[src/rtl/control_unit.sv]
// Hardwired Moore sequencer for the CPU datapath: fetch in T0-T2, then a
// per-instruction-class execute sequence in T3-T7 selected by ir[31:27].
module control_unit #(
  parameter logic [4:0] ALU_ADD = 5'b00011,
  parameter logic [4:0] ALU_INC = 5'b11111
) (
  input  logic        clock,
  input  logic        clear,
  input  logic [31:0] ir,
  input  logic        con,
  output logic        HiIn, LoIn, ZIn, PCIn, MDRIn, MARIn, YIn, OPortIn, IRIn,
  output logic        HiSel, LoSel, ZHiSel, ZLoSel, PCSel, MDRSel, IPortSel, CSel,
  output logic        Gra, Grb, Grc, RIn, ROut, BAOut, ConIn,
  output logic        memread, memwrite, initMem,
  output logic [4:0]  ALUCode,
  output logic        run,
  output logic [4:0]  state_dbg
);

  typedef enum logic [4:0] {
    INIT = 5'd0, T0 = 5'd1, T1 = 5'd2, T2 = 5'd3, T3 = 5'd4,
    T4 = 5'd5, T5 = 5'd6, T6 = 5'd7, T7 = 5'd8, HALT = 5'd9
  } state_t;

  typedef struct packed {
    logic hiIn, loIn, zIn, pcIn, mdrIn, marIn, yIn, oPortIn, irIn;
    logic hiSel, loSel, zHiSel, zLoSel, pcSel, mdrSel, iPortSel, cSel;
    logic gra, grb, grc, rIn, rOut, baOut, conIn;
    logic memRead, memWrite, initMem, run;
    logic [4:0] aluCode;
  } ctrl_t;

  state_t state, nextState;
  logic   conLatch;
  ctrl_t  c;

  logic [4:0] op;
  logic       unusedIr;
  assign op       = ir[31:27];
  assign unusedIr = ^ir[26:0];

  logic isRType, isImm, isLd, isLdi, isSt, isMulDiv, isBr;
  logic isJr, isJal, isIn, isOut, isMfhi, isMflo, isHalt;
  assign isRType  = (op >= 5'b00011) && (op <= 5'b01011);
  assign isImm    = (op >= 5'b01100) && (op <= 5'b01110);
  assign isLd     = op == 5'b00000;
  assign isLdi    = op == 5'b00001;
  assign isSt     = op == 5'b00010;
  assign isMulDiv = (op == 5'b01111) || (op == 5'b10000);
  assign isBr     = op == 5'b10010;
  assign isJr     = op == 5'b10100;
  assign isJal    = op == 5'b10101;
  assign isIn     = op == 5'b10110;
  assign isOut    = op == 5'b10111;
  assign isMfhi   = op == 5'b11000;
  assign isMflo   = op == 5'b11001;
  assign isHalt   = op == 5'b11011;

  logic [4:0] immCode;
  always_comb begin
    unique case (op)
      5'b01101: immCode = 5'b00101;
      5'b01110: immCode = 5'b00110;
      default:  immCode = ALU_ADD;
    endcase
  end

  always_ff @(posedge clock or negedge clear) begin
    if (!clear) begin
      state    <= INIT;
      conLatch <= 1'b0;
    end else begin
      state <= nextState;
      // condition is sampled while the register under test drives the bus
      if (state == T3 && isBr) conLatch <= con;
    end
  end

  always_comb begin
    nextState = state;
    c         = '0;
    c.run     = 1'b1;
    unique case (state)
      INIT: begin c.initMem = 1'b1; nextState = T0; end
      T0: begin
        c.pcSel = 1'b1; c.marIn = 1'b1; c.zIn = 1'b1; c.aluCode = ALU_INC;
        nextState = T1;
      end
      T1: begin
        c.zLoSel = 1'b1; c.pcIn = 1'b1; c.memRead = 1'b1; c.mdrIn = 1'b1;
        nextState = T2;
      end
      T2: begin c.mdrSel = 1'b1; c.irIn = 1'b1; nextState = T3; end
      T3: begin
        nextState = T4;
        if (isRType || isImm) begin
          c.grb = 1'b1; c.rOut = 1'b1; c.yIn = 1'b1;
        end else if (isLd || isLdi || isSt) begin
          c.grb = 1'b1; c.baOut = 1'b1; c.yIn = 1'b1;
        end else if (isMulDiv) begin
          c.gra = 1'b1; c.rOut = 1'b1; c.yIn = 1'b1;
        end else if (isBr) begin
          c.gra = 1'b1; c.rOut = 1'b1; c.conIn = 1'b1;
        end else if (isJal) begin
          c.pcSel = 1'b1; c.grb = 1'b1; c.rIn = 1'b1;
        end else if (isHalt) begin
          nextState = HALT;
        end else begin
          // single-step ops; nop and unlisted opcodes fall through with no outputs
          nextState = T0;
          if (isJr)   begin c.gra = 1'b1; c.rOut = 1'b1; c.pcIn = 1'b1; end
          if (isIn)   begin c.iPortSel = 1'b1; c.gra = 1'b1; c.rIn = 1'b1; end
          if (isOut)  begin c.gra = 1'b1; c.rOut = 1'b1; c.oPortIn = 1'b1; end
          if (isMfhi) begin c.hiSel = 1'b1; c.gra = 1'b1; c.rIn = 1'b1; end
          if (isMflo) begin c.loSel = 1'b1; c.gra = 1'b1; c.rIn = 1'b1; end
        end
      end
      T4: begin
        nextState = T5;
        if (isRType) begin
          c.grc = 1'b1; c.rOut = 1'b1; c.zIn = 1'b1; c.aluCode = op;
        end else if (isImm) begin
          c.cSel = 1'b1; c.zIn = 1'b1; c.aluCode = immCode;
        end else if (isLd || isLdi || isSt) begin
          c.cSel = 1'b1; c.zIn = 1'b1; c.aluCode = ALU_ADD;
        end else if (isMulDiv) begin
          c.grb = 1'b1; c.rOut = 1'b1; c.zIn = 1'b1; c.aluCode = op;
        end else if (isBr) begin
          c.pcSel = 1'b1; c.yIn = 1'b1;
        end else begin
          nextState = T0;
          if (isJal) begin c.gra = 1'b1; c.rOut = 1'b1; c.pcIn = 1'b1; end
        end
      end
      T5: begin
        nextState = T0;
        if (isRType || isImm || isLdi) begin
          c.zLoSel = 1'b1; c.gra = 1'b1; c.rIn = 1'b1;
        end else if (isLd || isSt) begin
          c.zLoSel = 1'b1; c.marIn = 1'b1; nextState = T6;
        end else if (isMulDiv) begin
          c.zLoSel = 1'b1; c.loIn = 1'b1; nextState = T6;
        end else if (isBr) begin
          c.cSel = 1'b1; c.zIn = 1'b1; c.aluCode = ALU_ADD; nextState = T6;
        end
      end
      T6: begin
        nextState = T0;
        if (isLd) begin
          c.memRead = 1'b1; c.mdrIn = 1'b1; nextState = T7;
        end else if (isSt) begin
          c.gra = 1'b1; c.rOut = 1'b1; c.memWrite = 1'b1;
        end else if (isMulDiv) begin
          c.zHiSel = 1'b1; c.hiIn = 1'b1;
        end else if (isBr && conLatch) begin
          c.zLoSel = 1'b1; c.pcIn = 1'b1;
        end
      end
      T7: begin
        nextState = T0;
        if (isLd) begin c.mdrSel = 1'b1; c.gra = 1'b1; c.rIn = 1'b1; end
      end
      HALT: c.run = 1'b0;
      default: nextState = INIT;
    endcase
  end

  assign {HiIn, LoIn, ZIn, PCIn, MDRIn, MARIn, YIn, OPortIn, IRIn} =
    {c.hiIn, c.loIn, c.zIn, c.pcIn, c.mdrIn, c.marIn, c.yIn, c.oPortIn, c.irIn};
  assign {HiSel, LoSel, ZHiSel, ZLoSel, PCSel, MDRSel, IPortSel, CSel} =
    {c.hiSel, c.loSel, c.zHiSel, c.zLoSel, c.pcSel, c.mdrSel, c.iPortSel, c.cSel};
  assign {Gra, Grb, Grc, RIn, ROut, BAOut, ConIn} =
    {c.gra, c.grb, c.grc, c.rIn, c.rOut, c.baOut, c.conIn};
  assign {memread, memwrite, initMem, run} = {c.memRead, c.memWrite, c.initMem, c.run};
  assign ALUCode   = c.aluCode;
  assign state_dbg = state;

endmodule

[config.mk]
export PLATFORM = sky130hd
export DESIGN_NAME = control_unit
export DESIGN_NICKNAME = d
export VERILOG_FILES = /design/src/rtl/control_unit.sv
export SDC_FILE = /design/constraint.sdc
export NUM_CORES = 1
export LEC_CHECK = 0
export BUFFER_PORTS_ARGS = -buffer_cell sky130_fd_sc_hd__buf_2
export CAP_MARGIN = 10
export CORE_ASPECT_RATIO = 0.5
export CORE_UTILIZATION = 35
export CTS_BUF_LIST = sky130_fd_sc_hd__clkbuf_8
export DETAILED_ROUTE_END_ITERATION = 10
export HOLD_SLACK_MARGIN = 0.12
export PLACE_DENSITY = 0.71
export SLEW_MARGIN = 10
export SYNTH_ARGS = -nofsm -noshare
export SYNTH_HDL_FRONTEND = slang
export SYNTH_SLANG_ARGS = --single-unit
export TNS_END_PERCENT = 100
[constraint.sdc]
create_clock -name clock -period 4.2 [get_ports clock]
set_input_delay 0.21 -clock clock [delete_from_list [all_inputs] [get_ports clock]]
set_output_delay 0.21 -clock clock [all_outputs]
set_load 0.03 [all_outputs]
Word level (Yosys, flattened, before mapping)
Index checks and enable logic that the tools add are counted.
- register bits after elaboration: 6
- logic and storage cells: 196
- output and inout port bits: 38
- reductions and logical operators: 13
- order comparisons: 4
- muxes and demuxes: 154
- equality and inequality tests: 23
- operator list (kind ; number):
    1-bit 2-to-1 mux ; 96
    5-bit equality test (second input constant) ; 9
    5-bit case mux with 9 select lines ; 1
    2-bit 2-to-1 mux ; 21
    3-bit 2-to-1 mux ; 10
    4-bit 2-to-1 mux ; 7
    5-bit by 4-bit equality test with 1-bit output (second input constant) ; 5
    5-bit by 3-bit equality test with 1-bit output (second input constant) ; 4
    5-bit 2-to-1 mux ; 4
    5-bit by 2-bit equality test with 1-bit output (second input constant) ; 3
    1-bit case mux with 3 select lines ; 5
    5-bit case mux with 3 select lines ; 1
    1-bit case mux with 2 select lines ; 6
    5-bit by 1-bit equality test with 1-bit output (second input constant) ; 2
    5-bit by 4-bit less-or-equal comparator with 1-bit output (second input constant) ; 2
    5-bit logical NOT ; 2
    1-bit logical OR ; 6
    3-bit case mux with 2 select lines ; 1
    5-bit by 2-bit greater-or-equal comparator with 1-bit output (second input constant) ; 1
    5-bit by 4-bit greater-or-equal comparator with 1-bit output (second input constant) ; 1
    1-bit case mux with 5 select lines ; 1
    1-bit logical AND ; 4
    1-bit case mux with 4 select lines ; 1
    2-bit OR reduction ; 1

Logic depth before layout (Yosys ltp)
- word-level depth: 13
- depth in mapped cells: 6
- gate-level depth less buffers: 4

Worst setup path after synthesis
Ideal clock, no wire load.
- path kind: flip-flop to output port
- start point: register state[3] (netlist: state_dbg[3])
- end point: output port IPortSel
- buffers on the path: 0
- cell stages (with the launch flop): 5
- path slack: 1.840 ns
- required time: 3.990 ns
- data arrival time: 2.150 ns
- cell sequence: dfrtp_1 > nand2b_1 > or3_4 > or3_4 > nor3_1
- longest elaborated chain between the ends: 2
- ends and longest elaborated chain (what ; RTL line ; RTL):
    start: declaration ; 33 ; state_t state, nextState;
    start signal: assignment ; 73 ; state <= nextState;
    5-bit by 3-bit equality test with 1-bit output ; 83 ; unique case (state)
    1-bit 2-to-1 mux ; 83 ;
    end: declaration ; 12 ; output logic HiSel, LoSel, ZHiSel, ZLoSel, PCSel, MDRSel, IPortSel, CSel,
Every way passes these cells.

Worst setup path after layout
- start point: register state[2] (netlist: state_dbg[2])
- end point: output port PCIn
- longest elaborated chain between the ends: 2
- ends and longest elaborated chain (what ; RTL line ; RTL):
    5-bit by 3-bit equality test with 1-bit output / 5-bit by 2-bit equality test with 1-bit output (equally long branches) ; 83 ;
    1-bit case mux with 4 select lines (*) ; 83 ;
    end: declaration ; 11 ; output logic HiIn, LoIn, ZIn, PCIn, MDRIn, MARIn, YIn, OPortIn, IRIn,
Mark *: on every way between the ends. The rest lies on a longest branch, timed or not.

==> parameters.txt <==
Parameter                              Value

Critical path
  Type of the setup path with the least slack ... reg2out
  Register-to-Register Path Depth ... 4
  Worst setup startpoint ... state_dbg[2]
  FF-to-FF Start ... state_dbg[2]
  CP startpoint kind ... register
  Endpoint type of the worst setup path ... output port
  Critical path data arrival time ... around 2.3 ns
  End point of the critical path ... PCIn
  CP max FO ... 16
  Setup slack of the worst register-to-register path ... 2.33 ns
  Data required time of the critical path ... 3.99 ns
  End of the worst register-to-register path ... conLatch

Drt
  Post-detailed-route count of antenna-violating nets ... 0
  Drt via density ... between 5 and 6
  Average wire per standard cell ... 13.4 microns
  Drt initial violations ... 156
  Final WL ... 2.98 mm
  Remaining routing DRC violations ... 0
  Via count ... approximately 1,300
  Pre-antenna DRT Iters ... 4

Cells and area
  Layout cell share with drive strength beyond 1 ... around 31%
  Seq. cell area ... around 130 sq um
  Layout fillers ... roughly 280
  Cell area after layout ... about 1300 sq um
  Commonest non-fill, non-tap cell in the layout ... sky130_fd_sc_hd__buf_2
  Multi-input combinational cell area ... just under 800 sq um
  Diode count ... 0
  Layout overhead on the synthesized area ... 24.0%
  NumNets Final ... approximately 220
  Most frequent cells in the layout ... sky130_fd_sc_hd__buf_2 (44), sky130_fd_sc_hd__nand2_1 (21), sky130_fd_sc_hd__nor2_1 (10), sky130_fd_sc_hd__nor3_1 (10), sky130_fd_sc_hd__a21oi_1 (7)

Logic synthesis
  Number of flip-flops and latches in the synthesized netlist ... 5
  Number of nets produced by synthesis ... 189
  Synthesized area per cell ... about 6.6 sq um
  Share of synthesized area occupied by flip-flops and latches ... between 10 and 15%
  Top FF cell, synth ... sky130_fd_sc_hd__dfrtp_1
  Number of synthesis warnings ... 0
  Cell accounting for the most synthesized area ... sky130_fd_sc_hd__dfrtp_1
  Cell variety after synth ... 49
  Synth Instances ... about 150
  Number of enable flip-flop cells after synthesis ... 0
  Cell types with the largest area share after synthesis ... sky130_fd_sc_hd__dfrtp_1 (12%), sky130_fd_sc_hd__nand2_1 (7.8%), sky130_fd_sc_hd__nor3_1 (5.0%)
  FFs w/ async S/R, synth ... 100%
  Synth top area share ... 12.4%
  Area of the mapped netlist ... 1010 sq um

Clocking
  Clock latency of the later-clocked register in the worst-skew pair ... 0.22 ns
  Clock transition at the registers of the reported paths ... ~0.030 ns
  CTS Root Buffer Type ... sky130_fd_sc_hd__clkbuf_8
  Max Buffers Root-to-Sink ... 2
  Count of H-tree levels built during CTS ... 1
  Count of clock tree sinks ... 5
  Number of buffers added by the clock tree synthesis step ... 3
  Clock tree from TritonCTS ... built
  Number of gates given a new drive strength after cts ... 0

Die
  Ports placed on the boundary ... 73
  Die area ... approximately 3100 sq um
  Starting Density ... between 30% and 40%
  Die X ... between 70 and 80 microns
  Number of rows in the core area ... 13
  Die height ... roughly 40 microns
  Area of the core ... ~2700 sq um

Timing
  Final Hold Violating Endpoints ... 0
  Post-route minimum period ... between 2 and 3 ns
  Worst clock skew on the final layout ... ~0.0014 ns
  Worst slew margin relative to its limit ... between 50% and 60%
  Final TNS setup ... 0 ns
  Final Max Tran Viols ... 0
  Total of endpoints with negative setup slack in the final report ... 0
  Tcrit/Tclk final ... about three fifths
  Worst-Margin Slew ... ~0.73 ns
  Highest clock frequency the design can meet ... ~400 MHz
  RSZ-0062 raised after global routing ... false

Placed design
  HPWL after detailed placement ... roughly 2.2 mm
  Standard cell area after detailed placement ... about 1200 sq um
  Routability Congestion ... about 0.92
  Buffers added on ports ... between 40 and 50

Global routing
  Vias in the first global route ... around 960
  Initial antenna violation count ... 0
  Pin count of the biggest net entering global routing ... 24
  Total overflow reported by the global router ... 0
  Wire length of the first global-routing pass ... 4.66 mm
  Global-route usage over all layers ... roughly a fifth

Worst hold path
  Class of the most critical hold timing path ... in2reg

Power and ir drop
  Worst vdd rail ir drop ... ~0.26 mV
  Leak pwr ... a little under 0.6 nW
  Total power divided by cell area ... a little under 600 nW/um^2

Status
  Outcome ... completed

Flow run
  Total of max-cap violations ... 0
[worst min path at each step]
stage,startpoint,to,slack [ns],cells past startpoint
after floorplan,clear,conLatch,-0.09,0
after CTS,con,conLatch,0.20,2
final,con,conLatch,0.21,2
after global routing,con,conLatch,0.21,2
after detailed placement,clear,state_dbg[3],0.03,1
after global placement,clear,conLatch,0.02,1
[worst max-delay path, stage by stage, from the launching register on]
cell and delay, ns:
sky130_fd_sc_hd__dfrtp_1 0.61, sky130_fd_sc_hd__nand2b_1 0.23, sky130_fd_sc_hd__or3_4 0.41, sky130_fd_sc_hd__or3_4 0.39, sky130_fd_sc_hd__o311ai_2 0.20, sky130_fd_sc_hd__buf_2 0.24
[per-stage QoR]
stage / std cells / util (%) / power, mW / setup slack [ns] / hold slack (ns)
2_1_floorplan: 154 / - / 0.517 / 1.84 / -0.0856
3_3_place_gp: 218 / 44.9 / 0.643 / 1.96 / 0.0240
3_5_place_dp: 218 / 44.9 / 0.648 / 1.94 / 0.0275
4_1_cts: 223 / 47.0 / 0.738 / 1.69 / 0.202
5_1_grt: 223 / 47.0 / 0.789 / 1.57 / 0.213
6_report: 223 / 47.0 / 0.736 / 1.68 / 0.206
[sequential cells by signal, indices dropped and copies added (netlist names)]
register,count
conLatch,1
state_dbg,4
[kinds of logic after synthesis]
kind of cell | synth area share, %
and+or+nand+nor | 46.9
AOI/OAI and AO/OA | 26.0
buffers and inverters | 9.28
DFF | 12.4
muxes | 3.34
xor gates and xnor gates | 1.73
other | 0.371
[Yosys cell counts, types with 2 or more instances]
cell type,count
sky130_fd_sc_hd__nor3_1,10
sky130_fd_sc_hd__mux2_2,2
sky130_fd_sc_hd__o21ai_1,6
sky130_fd_sc_hd__and3_1,2
sky130_fd_sc_hd__dfrtp_1,5
sky130_fd_sc_hd__nand4_1,3
sky130_fd_sc_hd__o31ai_1,2
sky130_fd_sc_hd__a22oi_1,2
sky130_fd_sc_hd__inv_1,3
sky130_fd_sc_hd__o211ai_1,2
sky130_fd_sc_hd__a31oi_1,2
sky130_fd_sc_hd__and2_1,3
sky130_fd_sc_hd__or3_1,2
sky130_fd_sc_hd__nor2_1,10
sky130_fd_sc_hd__nand2_1,21
sky130_fd_sc_hd__nand2b_1,6
sky130_fd_sc_hd__nand3b_1,6
sky130_fd_sc_hd__or3_4,2
sky130_fd_sc_hd__buf_4,3
sky130_fd_sc_hd__or4b_1,2
sky130_fd_sc_hd__nor3_2,3
sky130_fd_sc_hd__a21oi_1,7
sky130_fd_sc_hd__buf_2,3
sky130_fd_sc_hd__o21ai_0,4
sky130_fd_sc_hd__o22ai_1,4
sky130_fd_sc_hd__nor4_1,3
sky130_fd_sc_hd__nand3_1,4
sky130_fd_sc_hd__clkbuf_1,7
sky130_fd_sc_hd__nor2b_1,2
sky130_fd_sc_hd__buf_1,4
[layer usage]
metal  vias up  routed length (microns)  track usage, %
li1        629                        -               -
met1       584                     1370            28.6
met2        61                     1340            30.1
met3         0                      275            3.41
met4         0                        0            4.63
met5         -                        0               0
[cell type report]
cell class	instances	share of cell area (%)
Multi-Input combinational cell	128	63.2
Timing Repair Buffer	45	18.4
Sequential cell	5	9.98
Tap cell	37	3.69
Clock buffer	3	3.29
Inverter	4	1.20
Clock inverter	1	0.299
[power by group]
group	switching (mW)	internal [mW]	total [mW]
combinational	0.372	0.157	0.529
clock	0.0221	0.0625	0.0846
sequential	0.0586	0.0635	0.122
total	0.453	0.283	0.736
[timing repair]
| item | CTS | global route |
|---|---|---|
| hold buffers | 1 | 0 |
| endpoints found under the hold margin | 5 | 0 |
| buffers inserted | 0 | 0 |
(Power assumes the default switching activity.)
